--- src/rtl/tpu_pkg.sv ---
// tpu_pkg: shared types and helpers for the MMU sequencer (mmu_ctrl).
package tpu_pkg;

    typedef enum logic [2:0] {IDLE, CLEAR, LOAD_W, COMPUTE, DRAIN} mmu_ctrl_state_t;

    function automatic int DRAIN_CYCLES(input int size, input int pipe_lat);
        return 2 * size - 2 + pipe_lat;
    endfunction

    function automatic int lane_lsb(input int lane, input int w);
        return lane * w;
    endfunction

endpackage

--- src/rtl/mmu_ctrl_if.sv ---
// mmu_ctrl_if: job, tile-stream, MMU-pin and result signals of one mmu_ctrl instance.
interface mmu_ctrl_if #(
    parameter int SIZE   = 4,
    parameter int DATA_W = 8,
    parameter int ACC_W  = 32
);
    logic                     start;
    logic                     busy;
    logic                     wt_valid;
    logic                     wt_ready;
    logic [SIZE*DATA_W-1:0]   wt_row;
    logic                     in_valid;
    logic                     in_ready;
    logic [SIZE*DATA_W-1:0]   in_row;
    logic                     mmu_control;
    logic                     mmu_reset;
    logic [SIZE*DATA_W-1:0]   mmu_data;
    logic [SIZE*DATA_W-1:0]   mmu_wt;
    logic [SIZE*ACC_W-1:0]    mmu_acc;
    logic                     res_valid;
    logic [SIZE*ACC_W-1:0]    res_row;
    logic                     done;
    logic                     err_underrun;

    modport master (
        output start, wt_valid, wt_row, in_valid, in_row, mmu_acc,
        input  busy, wt_ready, in_ready, mmu_control, mmu_reset, mmu_data, mmu_wt,
               res_valid, res_row, done, err_underrun
    );

    modport slave (
        input  start, wt_valid, wt_row, in_valid, in_row, mmu_acc,
        output busy, wt_ready, in_ready, mmu_control, mmu_reset, mmu_data, mmu_wt,
               res_valid, res_row, done, err_underrun
    );
endinterface

--- src/rtl/mmu_ctrl_skew_buf.sv ---
// skew_buf: per-lane delay line; lane i delayed i cycles, or LANES-1-i when REVERSE.
module skew_buf
    import tpu_pkg::*;
#(
    parameter int LANES   = 4,
    parameter int W       = 8,
    parameter bit REVERSE = 1'b0
) (
    input  logic               clk,
    input  logic               clr,
    input  logic [LANES*W-1:0] din,
    output logic [LANES*W-1:0] dout
);
    for (genvar i = 0; i < LANES; i++) begin : g_lane
        localparam int D = REVERSE ? LANES - 1 - i : i;
        if (D == 0) begin : g_wire
            assign dout[lane_lsb(i, W) +: W] = din[lane_lsb(i, W) +: W];
        end else begin : g_dly
            logic [D*W-1:0] sr;
            if (D == 1) begin : g_one
                always_ff @(posedge clk)
                    sr <= clr ? '0 : din[lane_lsb(i, W) +: W];
            end else begin : g_many
                always_ff @(posedge clk)
                    sr <= clr ? '0 : {sr[(D-1)*W-1:0], din[lane_lsb(i, W) +: W]};
            end
            assign dout[lane_lsb(i, W) +: W] = sr[D*W-1 -: W];
        end
    end
endmodule

--- src/rtl/mmu_ctrl.sv ---
// mmu_ctrl: job sequencer for a SIZE x SIZE weight-stationary MMU (skew, weight load, de-skew).
// Optional MMU_CTRL_PERF_EN adds stall and job counters.
module mmu_ctrl
    import tpu_pkg::*;
#(
    parameter int SIZE     = 4,
    parameter int DATA_W   = 8,
    parameter int ACC_W    = 32,
    parameter int PIPE_LAT = 2
) (
    input  logic        clk,
    input  logic        reset,
    mmu_ctrl_if.slave   bus
`ifdef MMU_CTRL_PERF_EN
    ,
    output logic [31:0] perf_stall_cycles,
    output logic [15:0] perf_jobs
`endif
);
    localparam int DRAIN_N = DRAIN_CYCLES(SIZE, PIPE_LAT);
    localparam int CW      = $clog2(DRAIN_N);
    localparam logic [CW-1:0] SZ_LAST   = CW'(SIZE - 1);
    localparam logic [CW-1:0] DR_LAST   = CW'(DRAIN_N - 1);
    localparam logic [CW-1:0] RES_FIRST = CW'(DRAIN_N - SIZE);

    mmu_ctrl_state_t        state;
    logic [CW-1:0]          cnt;
    logic                   done_r;
    logic                   err_r;
    logic                   load;
    logic                   clr;
    logic [SIZE*DATA_W-1:0] inj;
    logic [SIZE*ACC_W-1:0]  deskew;

    assign load             = state == LOAD_W && bus.wt_valid;
    assign clr              = reset || state == CLEAR;
    assign bus.busy         = state != IDLE;
    assign bus.wt_ready     = load;
    assign bus.mmu_control  = load;
    assign bus.mmu_wt       = load ? bus.wt_row : '0;
    assign bus.in_ready     = state == COMPUTE;
    assign bus.mmu_reset    = clr;
    assign bus.res_valid    = state == DRAIN && cnt >= RES_FIRST;
    assign bus.res_row      = bus.res_valid ? deskew : '0;
    assign bus.done         = done_r;
    assign bus.err_underrun = err_r;
    // a missing data row is replaced by zeros so the array still sees SIZE rows
    assign inj              = bus.in_ready && bus.in_valid ? bus.in_row : '0;

    always_ff @(posedge clk)
        if (reset) begin
            state  <= IDLE;
            cnt    <= '0;
            done_r <= 1'b0;
            err_r  <= 1'b0;
        end else begin
            done_r <= 1'b0;
            case (state)
                IDLE: if (bus.start) begin
                    state <= CLEAR;
                    err_r <= 1'b0;
                end
                CLEAR: begin
                    state <= LOAD_W;
                    cnt   <= '0;
                end
                LOAD_W: if (bus.wt_valid) begin
                    cnt   <= cnt == SZ_LAST ? '0 : cnt + 1'b1;
                    state <= cnt == SZ_LAST ? COMPUTE : LOAD_W;
                end
                COMPUTE: begin
                    err_r <= err_r || !bus.in_valid;
                    cnt   <= cnt == SZ_LAST ? '0 : cnt + 1'b1;
                    state <= cnt == SZ_LAST ? DRAIN : COMPUTE;
                end
                DRAIN: if (cnt == DR_LAST) begin
                    state  <= IDLE;
                    done_r <= 1'b1;
                end else begin
                    cnt <= cnt + 1'b1;
                end
                default: state <= IDLE;
            endcase
        end

    skew_buf #(.LANES(SIZE), .W(DATA_W), .REVERSE(1'b0)) u_skew (
        .clk  (clk),
        .clr  (clr),
        .din  (inj),
        .dout (bus.mmu_data)
    );

    // later columns leave the array later, so they get the shorter delay
    skew_buf #(.LANES(SIZE), .W(ACC_W), .REVERSE(1'b1)) u_deskew (
        .clk  (clk),
        .clr  (clr),
        .din  (bus.mmu_acc),
        .dout (deskew)
    );

`ifdef MMU_CTRL_PERF_EN
    always_ff @(posedge clk)
        if (reset) begin
            perf_stall_cycles <= '0;
            perf_jobs         <= '0;
        end else begin
            if (state == LOAD_W && !bus.wt_valid && perf_stall_cycles != '1)
                perf_stall_cycles <= perf_stall_cycles + 1'b1;
            perf_jobs <= perf_jobs + 16'(done_r);
        end
`endif
endmodule

--- src/flat_wrapper.sv ---
// flat-port wrapper written by rule: the top's interface ports become plain ports
module mmu_ctrl_flat import tpu_pkg::*;
#(
    parameter int SIZE     = 4,
    parameter int DATA_W   = 8,
    parameter int ACC_W    = 32,
    parameter int PIPE_LAT = 2
)
  (clk, reset, bus_start, bus_wt_valid, bus_wt_row, bus_in_valid, bus_in_row, bus_mmu_acc, bus_busy, bus_wt_ready, bus_in_ready, bus_mmu_control, bus_mmu_reset, bus_mmu_data, bus_mmu_wt, bus_res_valid, bus_res_row, bus_done, bus_err_underrun);
  mmu_ctrl_if #(.SIZE(SIZE), .DATA_W(DATA_W), .ACC_W(ACC_W)) bus_i ();
  input  logic clk;
  input  logic reset;
  input wire logic [$bits(bus_i.start)-1:0] bus_start;
  input wire logic [$bits(bus_i.wt_valid)-1:0] bus_wt_valid;
  input wire logic [$bits(bus_i.wt_row)-1:0] bus_wt_row;
  input wire logic [$bits(bus_i.in_valid)-1:0] bus_in_valid;
  input wire logic [$bits(bus_i.in_row)-1:0] bus_in_row;
  input wire logic [$bits(bus_i.mmu_acc)-1:0] bus_mmu_acc;
  output wire logic [$bits(bus_i.busy)-1:0] bus_busy;
  output wire logic [$bits(bus_i.wt_ready)-1:0] bus_wt_ready;
  output wire logic [$bits(bus_i.in_ready)-1:0] bus_in_ready;
  output wire logic [$bits(bus_i.mmu_control)-1:0] bus_mmu_control;
  output wire logic [$bits(bus_i.mmu_reset)-1:0] bus_mmu_reset;
  output wire logic [$bits(bus_i.mmu_data)-1:0] bus_mmu_data;
  output wire logic [$bits(bus_i.mmu_wt)-1:0] bus_mmu_wt;
  output wire logic [$bits(bus_i.res_valid)-1:0] bus_res_valid;
  output wire logic [$bits(bus_i.res_row)-1:0] bus_res_row;
  output wire logic [$bits(bus_i.done)-1:0] bus_done;
  output wire logic [$bits(bus_i.err_underrun)-1:0] bus_err_underrun;
  assign bus_i.start = bus_start;
  assign bus_i.wt_valid = bus_wt_valid;
  assign bus_i.wt_row = bus_wt_row;
  assign bus_i.in_valid = bus_in_valid;
  assign bus_i.in_row = bus_in_row;
  assign bus_i.mmu_acc = bus_mmu_acc;
  assign bus_busy = bus_i.busy;
  assign bus_wt_ready = bus_i.wt_ready;
  assign bus_in_ready = bus_i.in_ready;
  assign bus_mmu_control = bus_i.mmu_control;
  assign bus_mmu_reset = bus_i.mmu_reset;
  assign bus_mmu_data = bus_i.mmu_data;
  assign bus_mmu_wt = bus_i.mmu_wt;
  assign bus_res_valid = bus_i.res_valid;
  assign bus_res_row = bus_i.res_row;
  assign bus_done = bus_i.done;
  assign bus_err_underrun = bus_i.err_underrun;
  mmu_ctrl #(.SIZE(SIZE), .DATA_W(DATA_W), .ACC_W(ACC_W), .PIPE_LAT(PIPE_LAT)) u_core (.clk(clk), .reset(reset), .bus(bus_i));
endmodule
--- config.mk ---
export PLATFORM = sky130hd
export DESIGN_NAME = mmu_ctrl_flat
export DESIGN_NICKNAME = d
export VERILOG_FILES = /design/src/rtl/tpu_pkg.sv /design/src/rtl/mmu_ctrl_if.sv /design/src/rtl/mmu_ctrl_skew_buf.sv /design/src/rtl/mmu_ctrl.sv /design/src/flat_wrapper.sv
export SDC_FILE = /design/constraint.sdc
export NUM_CORES = 1
export LEC_CHECK = 0
export BUFFER_PORTS_ARGS = -buffer_cell sky130_fd_sc_hd__buf_4
export CORE_AREA = 2 2 152 154
export CTS_BUF_LIST = sky130_fd_sc_hd__clkbuf_8 sky130_fd_sc_hd__clkbuf_16
export DETAILED_ROUTE_END_ITERATION = 16
export DIE_AREA = 0 0 154 156
export GPL_TIMING_DRIVEN = 0
export PLACE_DENSITY = 0.69
export SETUP_SLACK_MARGIN = 0.1
export SLEW_MARGIN = 20
export SYNTH_ARGS = -nofsm -noshare
export SYNTH_HDL_FRONTEND = slang
export SYNTH_HIERARCHICAL = 1
export SYNTH_SLANG_ARGS = --single-unit
--- constraint.sdc ---
create_clock -name clk -period 3.8 [get_ports clk]
set_input_delay 0.76 -clock clk [delete_from_list [all_inputs] [get_ports clk]]
set_output_delay 0.76 -clock clk [all_outputs]
set_load 0.02 [all_outputs]
### After elaboration in Yosys (flattened, before gate mapping)

Cells that the tools add are included.

| storage, ports and cells | value |
|---|---|
| output and inout bits | 200 |
| bits in registers | 248 |

| cells by class | value |
|---|---|
| mux-type cells | 16 |
| order comparisons | 1 |
| bitwise operators | 2 |
| add/subtract/negate cells | 1 |
| eq/ne operators | 10 |
| reductions and logical operators | 15 |

Operators with widths:

| operator | count |
|---|---|
| $mux 128 | 1 |
| $mux 32 | 1 |
| $mux 3 | 7 |
| $pmux 3 s5 | 1 |
| $pmux 3 s4 | 1 |
| $eq 3x2->1 const B | 3 |
| $mux 8 | 1 |
| $ne 2x2->1 const B | 4 |
| $eq 3x3->1 const B | 2 |
| $reduce_and 3->1 | 2 |
| $reduce_bool 4->1 | 1 |
| $reduce_or 2->1 | 2 |
| $add 3x1->3 const B | 1 |
| $eq 3x1->1 const B | 1 |
| $ge 3x3->1 const B | 1 |
| $logic_and 1x1->1 | 3 |
| $logic_not 3->1 | 1 |
| $mux 1 | 3 |
| $reduce_bool 3->1 | 1 |
| $logic_or 1x1->1 | 2 |
| $not 1->1 | 2 |
| $pmux 1 s2 | 1 |
| $reduce_and 2->1 | 1 |
| $reduce_bool 2->1 | 1 |
| $logic_not 1->1 | 1 |

### Logic depth before layout (Yosys ltp)

Gate-level depths: netlist of the first run.

| depth | value |
|---|---|
| depth in word-level cells | 4 |
| mapped depth | 6 |
| depth with buffers taken out | 6 |

### Modules after synthesis

The synthesis of the first run kept the hierarchy.

By module, submodules not included:

| module | cells each | sequential area each (µm²) | area each (µm²) | times used |
|---|---|---|---|---|
| skew_buf at u_core.u_deskew | 501 | 3,843.7 | 5,869.4 | 1 |
| mmu_ctrl | 289 | 160.2 | 1,890.6 | 1 |
| skew_buf at u_core.u_skew | 125 | 960.9 | 1,485.2 | 1 |

### Worst setup path before layout of the first run

OpenSTA, ideal clock, no wires.

| timing | value |
|---|---|
| kind | input to output |
| start point | input port bus_wt_valid |
| end point | output port bus_mmu_wt[22] |
| arrival time | 1.588 ns |
| path slack | 1.452 ns |
| stages | 4 |
| path buffers | 1 |
| cell sequence | nand2b_1 nor3b_2 buf_2 and2_1 |

| on the way | value |
|---|---|
| longest elaborated chain between the ends | 2 |

Ends and longest elaborated chain:

| item | line | RTL |
|---|---|---|
| start: declaration | flat_wrapper.sv:14 | `input wire logic [$bits(bus_i.wt_valid)-1:0] bus_wt_valid;` |
| $logic_and 1x1->1 | mmu_ctrl.sv:35 | `assign load = state == LOAD_W && bus.wt_valid;` |
| named net bus_mmu_control | flat_wrapper.sv:22 | `output wire logic [$bits(bus_i.mmu_control)-1:0] bus_mmu_control;` |
| $mux 32 | mmu_ctrl.sv:40 | `assign bus.mmu_wt = load ? bus.wt_row : '0;` |
| end: declaration | flat_wrapper.sv:25 | `output wire logic [$bits(bus_i.mmu_wt)-1:0] bus_mmu_wt;` |

The timed path passes the listed nets, and every way through them passes these cells.

### Worst setup path after layout of the first run

| timing | value |
|---|---|
| start point | register u_core.state[2] |
| end point | output port bus_res_row[63] |

| on the way | value |
|---|---|
| longest elaborated chain between the ends | 3 |

Ends and longest elaborated chain:

| item | line | RTL |
|---|---|---|
| start: declaration | mmu_ctrl.sv:26 | `mmu_ctrl_state_t state;` |
| start signal: assignment | mmu_ctrl.sv:69 | `state <= cnt == SZ_LAST ? COMPUTE : LOAD_W;` |
| start signal: assignment | mmu_ctrl.sv:74 | `state <= cnt == SZ_LAST ? DRAIN : COMPUTE;` |
| $eq 3x3->1 | mmu_ctrl.sv:43 | `assign bus.res_valid = state == DRAIN && cnt >= RES_FIRST;` |
| $logic_and 1x1->1 | mmu_ctrl.sv:43 |  |
| $mux 128 | mmu_ctrl.sv:44 | `assign bus.res_row = bus.res_valid ? deskew : '0;` |
| end: declaration | flat_wrapper.sv:27 | `output wire logic [$bits(bus_i.res_row)-1:0] bus_res_row;` |

Every way passes these cells.

==> impl_metrics.ini, run 1 <==
[grt]
grt_pass1_vias = 6421
antenna_found_initial = 0
grt_usage_pct = 17.7
gr-total-overflow = 0
grt_max_degree = 15
grt_pass1_wl_mm = 33.8

[route]
ant_nets = 0
routed_wl_mm = 22.7
drtIter0Drc = 229
wl_per_cell_um = 14.1
drc = 0
via_per_inst = 4.26
vias = 6857
firstDrtPassIters = 4

[yosys]
synth_flop_cell = dfxtp_1
synth-seq-cells = 248
synth_nets = 1117
ys_warn_count = 6
synth-edff-count = 0
seq_area_frac_synth_pct = 53.7
synth-async-reset-ratio_pct = 0
syn_avg_cell_area_sq_um = 10.1
ys_types = 30
synth_area_sq_um = 9250
syn_inst = 915

[timing]
hold_slack_ps = 431
fmax_ghz = 0.317
rsz0062_at_grt = no
skew_ps = 7.78
setup_tns_ps = 0
layout_setup_ws_ps = 648
worst_pin_slew_ps = 784
period_share_pct = 82.9
slew_violations = 0
slew_headroom_pct = 47.7
fin_crit_ps = 3150
hold_viol_final = 0
setup_viol = 0

[final_layout]
layout_common_cells = 485 x buf_4, 248 x dfxtp_1, 242 x nor2b_1
syn2layout_area_growth_pct = 42.1
seqCellArea_sq_um = 4960
num-fill-cells = 2000
n_antenna_cell = 0
layout_commonest_cell = buf_4
nets = 1508
drive_gt1_share_pct = 42.2
multi_input_area_sq_um = 3060

[pwr]
power_density_nw_per_um2 = 479
ir_drop_mv = 0.494
cellLeakagePower_nw = 6.73

[worst_setup_path]
crit_fanout = 10
crit_required_ps = 3040
crit_arrival_ps = 2390
critical_path.max_stage_delay_ps = 400
worst-setup-path-type = reg2out
slowest_stage = clkbuf_1
end_kind = output pin
critical_path.cell_chain = nor3b_2, buf_2, clkbuf_1, and3_1, buf_4
cp-start-kind = flop

[clocking]
clk_latency_ps = 500
clkTransAtPathRegs_ps = 60
cts_htree_levels = 1
post_cts_buffers = 0
clockBufferDepth = 3
cts_resized = 0
clockRootBuffer = clkbuf_16
hold_buffers = 0
cts_made_buffers = 25
cts_tree = yes
cts_sinks = 248

[flow_run]
maxCapViolations = 0

[placed_design]
dpl_worst_slack_ps = 1110
dp_hpwl_mm = 17.5
gp_congestion = 0.811
io_buffers = 364

[die]
dieWidth_um = 154
die_h_um = 156
io_pins = 397
die_area_sq_um = 24000
num_rows = 55
coreArea_sq_um = 22400
initial_core_util_pct = 41.3

[status]
status = completed

[hold_path]
hold_class = reg2reg
[state kept, by name, indices dropped and copies added, names as in the netlist]
register and cells:
u_core/u_deskew/g_lane.g_dly.sr 192, u_core/bus.done 1, u_core/u_skew/g_lane.g_dly.sr 48, u_core/bus.err_underrun 1, u_core/state 3, u_core/cnt 3
[per-layer routing]
metal / vias to the layer above / track usage, % / routed length (um) / part of all wire [%]
met5: - / 0 / 0 / 0
li1: 3541 / - / - / -
met4: 0 / 6.59 / 719 / 3.2
met3: 44 / 4.31 / 1650 / 7.2
met1: 3040 / 19.6 / 8730 / 38
met2: 232 / 32.7 / 11600 / 51
[power breakdown]
part / switching [mW] / internal [mW] / total (mW) / leakage [nW]
registers: 0.0583 / 2.85 / 2.91 / 2.03
logic: 0.550 / 0.493 / 1.04 / 4.28
clock network: 0.970 / 1.37 / 2.34 / 0.412
[stage by stage]
step	power [mW]	area (sq um)	utilization [%]	cells
2_1_floorplan	3.63	9250	-	915
3_3_place_gp	4.00	12300	55.1	1564
3_5_place_dp	4.02	12300	55.1	1564
4_1_cts	6.37	13100	58.7	1608
5_1_grt	6.60	13100	58.7	1608
6_report	6.29	13100	58.7	1608
[logic make-up after synthesis]
family | synth area share [%]
AND/OR/NAND/NOR | 31.0
AO/OA/AOI/OAI | 0.839
adder cells (fa/ha/maj) | 0.677
flip-flops | 53.7
multiplexers | 0.487
XOR/XNOR | 0.0948
buffers and inverters | 13.2
[layout make-up]
| class | count | area share, % |
|---|---|---|
| Inverter | 4 | 0.114 |
| Multi-Input combinational cell | 478 | 23.3 |
| Clock buffer | 30 | 5.29 |
| Timing Repair Buffer | 364 | 20.8 |
| Clock inverter | 14 | 0.819 |
| Buffer | 185 | 9.17 |
| Sequential cell | 248 | 37.8 |
| Tap cell | 285 | 2.71 |
[worst max-delay path, delay by kind of cell, from the launching register on]
| family | cells | cell delay, ps |
|---|---|---|
| buffers and inverters | 3 | 930 |
| and+or+nand+nor | 2 | 570 |
| DFF | 1 | 370 |
[path summary, 6_finish.rpt]
kind / startpoint / to / slack (ps) / cells past startpoint
worst min register to register: u_core/u_deskew/g_lane[1].g_dly.sr[29]$_SDFF_PP0_ / u_core/u_deskew/g_lane[1].g_dly.sr[61]$_SDFF_PP0_ / 430 / 1
worst max-delay path: u_core/state[2]$_SDFFE_PP0P_ / bus_res_row[63] / 650 / 5
worst max register to register: u_core/state[2]$_SDFFE_PP0P_ / u_core/u_deskew/g_lane[0].g_dly.sr[78]$_SDFF_PP0_ / 2060 / 6
worst min-delay path: u_core/u_deskew/g_lane[1].g_dly.sr[29]$_SDFF_PP0_ / u_core/u_deskew/g_lane[1].g_dly.sr[61]$_SDFF_PP0_ / 430 / 1
[cells in the mapped netlist, types with 2 or more instances]
master	n	area share [%]
clkbuf_1	34	1.4
dfxtp_1	248	54
nor3b_2	2	0.27
inv_1	4	0.16
and3_1	130	8.8
buf_4	121	9.8
buf_6	3	0.37
o21ai_0	2	0.11
nor2_1	5	0.20
ha_1	5	0.68
a21oi_1	2	0.11
nor3b_1	2	0.16
nand2b_1	6	0.41
and2_1	65	4.4
nor2b_1	242	16
a311oi_1	2	0.19
buf_2	27	1.5
mux2i_1	3	0.32
Power figures use the tool's default switching activity.
==> inputs of run 2 (changes only) <==
--- a/config.mk
+++ b/config.mk
@@ -6,12 +6,12 @@
 export NUM_CORES = 1
 export LEC_CHECK = 0
 export BUFFER_PORTS_ARGS = -buffer_cell sky130_fd_sc_hd__buf_4
-export CORE_AREA = 2 2 152 154
+export CORE_AREA = 2 2 155 157
 export CTS_BUF_LIST = sky130_fd_sc_hd__clkbuf_8 sky130_fd_sc_hd__clkbuf_16
 export DETAILED_ROUTE_END_ITERATION = 16
-export DIE_AREA = 0 0 154 156
+export DIE_AREA = 0 0 157 159
 export GPL_TIMING_DRIVEN = 0
-export PLACE_DENSITY = 0.69
+export PLACE_DENSITY = 0.67
 export SETUP_SLACK_MARGIN = 0.1
 export SLEW_MARGIN = 20
 export SYNTH_ARGS = -nofsm -noshare
==> constraint.sdc (replaced) <==
create_clock -name clk -period 3 [get_ports clk]
set_input_delay 0.6 -clock clk [delete_from_list [all_inputs] [get_ports clk]]
set_output_delay 0.6 -clock clk [all_outputs]
set_load 0.02 [all_outputs]
==> run 2 against run 1 <==
Effect of this change:
- hold slack worse by 140 ps
- cell count up 2.4%
- largest power group unchanged
- sequential power up 27%
- critical path type unchanged
- non-clock buffer count up 1
- core utilization down 1.5 points
- register-to-register slack worse by 850 ps
- routed wire length down 0.42%
==> impl_metrics.ini, run 2 (same netlist as run 1, synthesis figures left out) <==
[status]
status = completed

[grt]
gr-total-overflow = 0
grt_pass1_vias = 6260
grt_max_degree = 16
grt_use_met2_pct = 31.9
top_usage_layer = met2
grt_usage_pct = 16.9
grt_pass1_wl_mm = 33.5
grt_use_met3_pct = 4.00
met1_usage_pct = 18.5
antenna_found_initial = 0

[final_layout]
top_regs = u_core/u_deskew/g_lane.g_dly.sr: 192 flops, u_core/u_skew/g_lane.g_dly.sr: 48 flops
drive_gt1_share_pct = 43.1
layout_commonest_cell = buf_4
layout_common_cells = 487 x buf_4, 248 x dfxtp_1, 242 x nor2b_1
regMostFlops = u_core/u_deskew/g_lane.g_dly.sr
fin_util_pct = 57.3
largest_register_ffs = 192
syn2layout_area_growth_pct = 43.7
num-fill-cells = 2083
n_antenna_cell = 0
nets = 1510
stdcell_count = 1647

[clocking]
cts_htree_levels = 1
clockRootBuffer = clkbuf_16
hold_buffers = 0
clkTransAtPathRegs_ps = 60
cts_sinks = 248
cts_made_buffers = 26
clockBufferDepth = 3
cts_tree = yes
clk_latency_ps = 510

[placed_design]
gp_congestion = 0.816
dp_hpwl_mm = 17.5
dpl_worst_slack_ps = 363
io_buffers = 364
dp_cells = 1598

[die]
io_pins = 397
num_rows = 56
initial_core_util_pct = 39.9
die_area_sq_um = 25000
dieWidth_um = 157
die_h_um = 159
coreArea_sq_um = 23200

[worst_setup_path]
rrSetupSlack_ps = 1210
crit_fanout = 10
end_kind = output pin
cp-startpoint = u_core/state[1]$_SDFFE_PP0P_
crit_arrival_ps = 2100
crit_required_ps = 2400
worst-setup-path-type = reg2out
worstReg2RegStart = u_core/state[0]$_SDFFE_PP0P_
cp-start-kind = flop

[route]
drtIter0Drc = 195
routed_wl_mm = 22.6
firstDrtPassIters = 4
via_per_inst = 4.15
wl_per_cell_um = 13.7
drc = 0
ant_nets = 0
vias = 6829

[timing]
hold_viol_final = 0
slew_headroom_pct = 56.5
worst_pin_slew_ps = 652
rsz0062_at_grt = no
skew_ps = 7.97
fmax_ghz = 0.371
slew_violations = 0
period_share_pct = 89.9
setup_tns_ps = 0
setup_viol = 0
fin_crit_ps = 2700
layout_setup_ws_ps = 303

[hold_path]
hold_class = in2reg
holdCritStartpoint = bus_mmu_acc[46]

[flow_run]
maxCapViolations = 0

[pwr]
ir_drop_mv = 0.489
cellLeakagePower_nw = 6.78
power_density_nw_per_um2 = 620
-- run 2: path summary, 6_finish.rpt --
path,end,cells past startpoint
min reg2reg,u_core/u_deskew/g_lane[0].g_dly.sr[48]$_SDFF_PP0_,1
min,u_core/u_deskew/g_lane[1].g_dly.sr[14]$_SDFF_PP0_,2
max reg2reg,u_core/u_deskew/g_lane[2].g_dly.sr[0]$_SDFF_PP0_,4
max,bus_mmu_data[3],6
-- run 2: final cells by class --
cell class | count | area, sq um | share of cell area (%)
multi-input cells | 478 | 3070 | 23.1
inverters | 4 | 15.0 | 0.113
repair buffers | 365 | 2740 | 20.6
well taps | 319 | 399 | 3.00
clock inverters | 19 | 173 | 1.30
flip-flops and latches | 248 | 4960 | 37.4
clock buffers | 29 | 703 | 5.29
plain buffers | 185 | 1220 | 9.15
-- run 2: critical path, stage by stage, from the launching register on --
cell	delay, ps
dfxtp_1	420
nor2b_1	260
and3_2	300
clkbuf_2	210
and2_1	150
buf_4	100
buf_4	130
-- run 2: stage by stage --
| step | cell area (sq um) | hold WS, ps | total power, mW |
|---|---|---|---|
| 2_1_floorplan | 9250 | 414 | 4.60 |
| 6_report | 13300 | 290 | 8.23 |
| 3_3_place_gp | 12400 | 415 | 5.07 |
| 5_1_grt | 13300 | 270 | 8.63 |
| 3_5_place_dp | 12400 | 420 | 5.10 |
| 4_1_cts | 13300 | 261 | 8.33 |
-- run 2: what timing repair did --
action,CTS,global route
pin swaps,0,0
resized for setup,4,12
buffers inserted,0,1
endpoints found under the setup margin,120,113
gates cloned,0,0
-- run 2: metal layers --
metal | vias up | routed length [um] | part of all wire, %
met5 | - | 0 | 0
met4 | 0 | 495 | 2.2
met3 | 33 | 1760 | 7.8
met2 | 223 | 11700 | 52
met1 | 3020 | 8620 | 38
li1 | 3553 | - | -
-- run 2: power by group --
part           internal, mW  total [mW]  leakage [nW]  switching [mW]
logic                 0.640        1.35          4.31           0.706
clock network          1.88        3.20         0.435            1.32
registers              3.61        3.69          2.03          0.0788
==> inputs of run 3 (changes only) <==
--- a/config.mk
+++ b/config.mk
@@ -6,15 +6,14 @@
 export NUM_CORES = 1
 export LEC_CHECK = 0
 export BUFFER_PORTS_ARGS = -buffer_cell sky130_fd_sc_hd__buf_4
-export CORE_AREA = 2 2 155 157
+export CORE_AREA = 2 2 154 156
 export CTS_BUF_LIST = sky130_fd_sc_hd__clkbuf_8 sky130_fd_sc_hd__clkbuf_16
 export DETAILED_ROUTE_END_ITERATION = 16
-export DIE_AREA = 0 0 157 159
+export DIE_AREA = 0 0 156 158
 export GPL_TIMING_DRIVEN = 0
-export PLACE_DENSITY = 0.67
+export PLACE_DENSITY = 0.63
 export SETUP_SLACK_MARGIN = 0.1
 export SLEW_MARGIN = 20
 export SYNTH_ARGS = -nofsm -noshare
 export SYNTH_HDL_FRONTEND = slang
-export SYNTH_HIERARCHICAL = 1
 export SYNTH_SLANG_ARGS = --single-unit
==> run 3 against run 2 <==
Effect of this change:
- via count shrank 11%
- clock-buffer cell count grew 1
- non-clock buffer count shrank 90
- critical path depth grew 1
- critical endpoint is now bus_res_row[117]
==> impl_metrics.ini, run 3 <==
[status]
status = completed

[clocking]
clkTransAtPathRegs_ps = 60
cts_sinks = 248
cts_htree_levels = 1
cts_made_buffers = 25
post_cts_buffers = 0
cts_tree = yes
clockRootBuffer = clkbuf_16
clk_latency_ps = 530
clockBufferDepth = 3

[worst_setup_path]
crit_required_ps = 2400
cp_top_family = buffers and inverters
end_kind = output pin
rrSetupSlack_ps = 1110
worst-setup-path-type = reg2out
cp-start-kind = flop
worstReg2RegStart = u_core.cnt[0]$_SDFFE_PP0P_
critical_path.max_stage_delay_ps = 330
r2r_cells = 5
slowest_stage = dfxtp_1
cpMostUsedCell = buf_4
crit_arrival_ps = 2120
crit_fanout = 10
cp_num_buf_inv = 4
r2r-end = u_core.cnt[2]$_SDFFE_PP0P_
critical_path.cell_chain = buf_4, nor2_1, and3_1, buf_4, clkbuf_2, and2_1, buf_4

[yosys]
synth-async-reset-ratio_pct = 0
synth_area_sq_um = 8220
ys_warn_count = 0
synth_top_area_share_pct = 60.4
synth-seq-cells = 248
synth_flop_cell = dfxtp_1
synth_area_leader_cell = dfxtp_1
ys_top_cells_by_count = 408 x and2_1, 248 x dfxtp_1, 26 x clkbuf_2
synth.area.top_cells = dfxtp_1 60%, and2_1 31%, buf_4 2.0%
synth-edff-count = 0
seq_area_frac_synth_pct = 60.4
synth_nets = 969
synth.most_common_cell = and2_1
syn_avg_cell_area_sq_um = 10.7
syn_inst = 768
ys_types = 31

[pwr]
p_sw_share_pct = 21.2
p_int_mw = 5.48
power_frac_comb_pct = 7.2
total_power_mw = 6.95
ir_drop_mv = 0.390
cellLeakagePower_nw = 6.07
switchingPower_mw = 1.47
power_density_nw_per_um2 = 562
pwr-share-seq_pct = 50.0
pwr-share-clk_pct = 42.8

[final_layout]
syn2layout_area_growth_pct = 50.5
nets = 1392
n_antenna_cell = 0
layout_common_cells = 417 x buf_4, 408 x and2_1, 248 x dfxtp_1
top_regs = u_core.u_deskew.g_lane.g_dly.sr: 192 flops, u_core.u_skew.g_lane.g_dly.sr: 48 flops
regMostFlops = u_core.u_deskew.g_lane.g_dly.sr
largest_register_ffs = 192
num-fill-cells = 2099
layout_commonest_cell = buf_4
drive_gt1_share_pct = 40.8

[die]
initial_core_util_pct = 35.7
die_h_um = 158
coreArea_sq_um = 23100
num_rows = 56
io_pins = 397
die_area_sq_um = 24600
dieWidth_um = 156

[placed_design]
io_buffers = 396
gp_congestion = 0.841
dp_hpwl_mm = 16.2

[route]
routed_wl_mm = 20.8
ant_nets = 0
drc = 0
via_per_inst = 4.05
vias = 6066
wl_per_cell_um = 13.9
drtIter0Drc = 187
firstDrtPassIters = 4

[grt]
antenna_found_initial = 0
grt_usage_pct = 15.6
grt_max_degree = 15
gr-total-overflow = 0
grt_use_met2_pct = 27.4
grt_pass1_wl_mm = 29.9
top_usage_layer = met2
grt_pass1_vias = 5499
grt_use_met3_pct = 5.04
met1_usage_pct = 18.4

[hold_path]
holdCritStartpoint = bus_mmu_acc[31]
hold_path_depth = 2
hold_class = in2reg
holdPathEnd = u_core.u_deskew.g_lane[0].g_dly.sr[31]$_SDFF_PP0_

[timing]
worst_pin_slew_ps = 484
rsz0062_at_grt = no
hold_viol_final = 0
slew_headroom_pct = 67.7
period_share_pct = 90.6
fmax_ghz = 0.368
fin_crit_ps = 2720
skew_ps = 15.3
setup_tns_ps = 0
slew_violations = 0
setup_viol = 0

[flow_run]
maxCapViolations = 0
run 3: changes by cell type in the layout (fill, tap and decap cells not counted), sizes merged, moves of 2 or more:
cell and change:
nor3 +2, a21oi +2, clkinvlp -3, and3b +2, and2 +343, clkinv -4
buf -92, inv +2, clkbuf +3, nand2b -3, and3 -128, nor2b -240
run 3: logic make-up (layout without fill, tap and decap cells):
| logic type | count (synthesis) | after routing | synth area share, % |
|---|---|---|---|
| simple gates | 434 | 434 | 33.2 |
| flops | 248 | 248 | 60.4 |
| fa+ha+maj | 4 | 4 | 0.609 |
| mux | 3 | 3 | 0.426 |
| compound gates | 10 | 10 | 0.776 |
| buf+inv | 69 | 507 | 4.62 |
run 3: metrics by stage:
| stage | setup slack, ps | area [sq um] | util, % | hold slack (ps) | cells |
|---|---|---|---|---|---|
| final | 283 | 12400 | 53.7 | 272 | 1496 |
| after global routing | 106 | 12400 | 53.7 | 254 | 1496 |
| after CTS | 118 | 12400 | 53.6 | 246 | 1496 |
| after detailed placement | 631 | 11600 | 50.1 | 410 | 1454 |
| after global placement | 621 | 11600 | 50.1 | 406 | 1454 |
| after floorplan | 1040 | 8220 | - | 406 | 768 |
run 3: routing by layer:
layer  vias to the layer above  share of wire, %
li1                       3149                 -
met1                      2674                42
met2                       203                48
met3                        40               8.2
met4                         0               2.3
met5                         -                 0
run 3: worst register-to-register path: stages (launching register included):
cell	delay (ps)
dfxtp_1	330
ha_1	240
ha_1	220
or4b_1	520
o21ai_2	150
mux2_4	320
run 3: worst max-delay path by stage:
stage / start / end / cells past startpoint
after floorplan: bus_wt_valid / bus_mmu_wt[0] / 4
after global placement: bus_wt_valid / bus_mmu_wt[12] / 6
after detailed placement: bus_wt_valid / bus_mmu_wt[15] / 6
after CTS: u_core.state[0]$_SDFFE_PP0P_ / bus_res_row[106] / 7
after global routing: u_core.state[0]$_SDFFE_PP0P_ / bus_res_row[117] / 7
final: u_core.state[0]$_SDFFE_PP0P_ / bus_res_row[117] / 7
run 3: power by group through the flow:
stage / Sequential [mW] / Combinational [mW] / Clock, mW
global route: 3.49 / 0.557 / 3.19
detailed placement: 3.55 / 0.509 / 0
global placement: 3.54 / 0.502 / 0
finish: 3.47 / 0.502 / 2.98
floorplan: 3.54 / 0.224 / 0
CTS: 3.47 / 0.511 / 3.06
run 3: layout make-up:
| type | count | area (sq um) | area share, % |
|---|---|---|---|
| clock buffer | 30 | 694 | 5.61 |
| tap | 290 | 363 | 2.93 |
| timing repair buffer | 396 | 2970 | 24.0 |
| multi-input combinational | 451 | 2880 | 23.3 |
| sequential | 248 | 4960 | 40.1 |
| clock inverter | 12 | 108 | 0.870 |
| buffer | 64 | 374 | 3.02 |
| inverter | 5 | 18.8 | 0.152 |
run 3: timing repair:
item,in CTS,in global routing
setup endpoints to repair,0,63
resized for setup,0,10
hold buffers,0,0
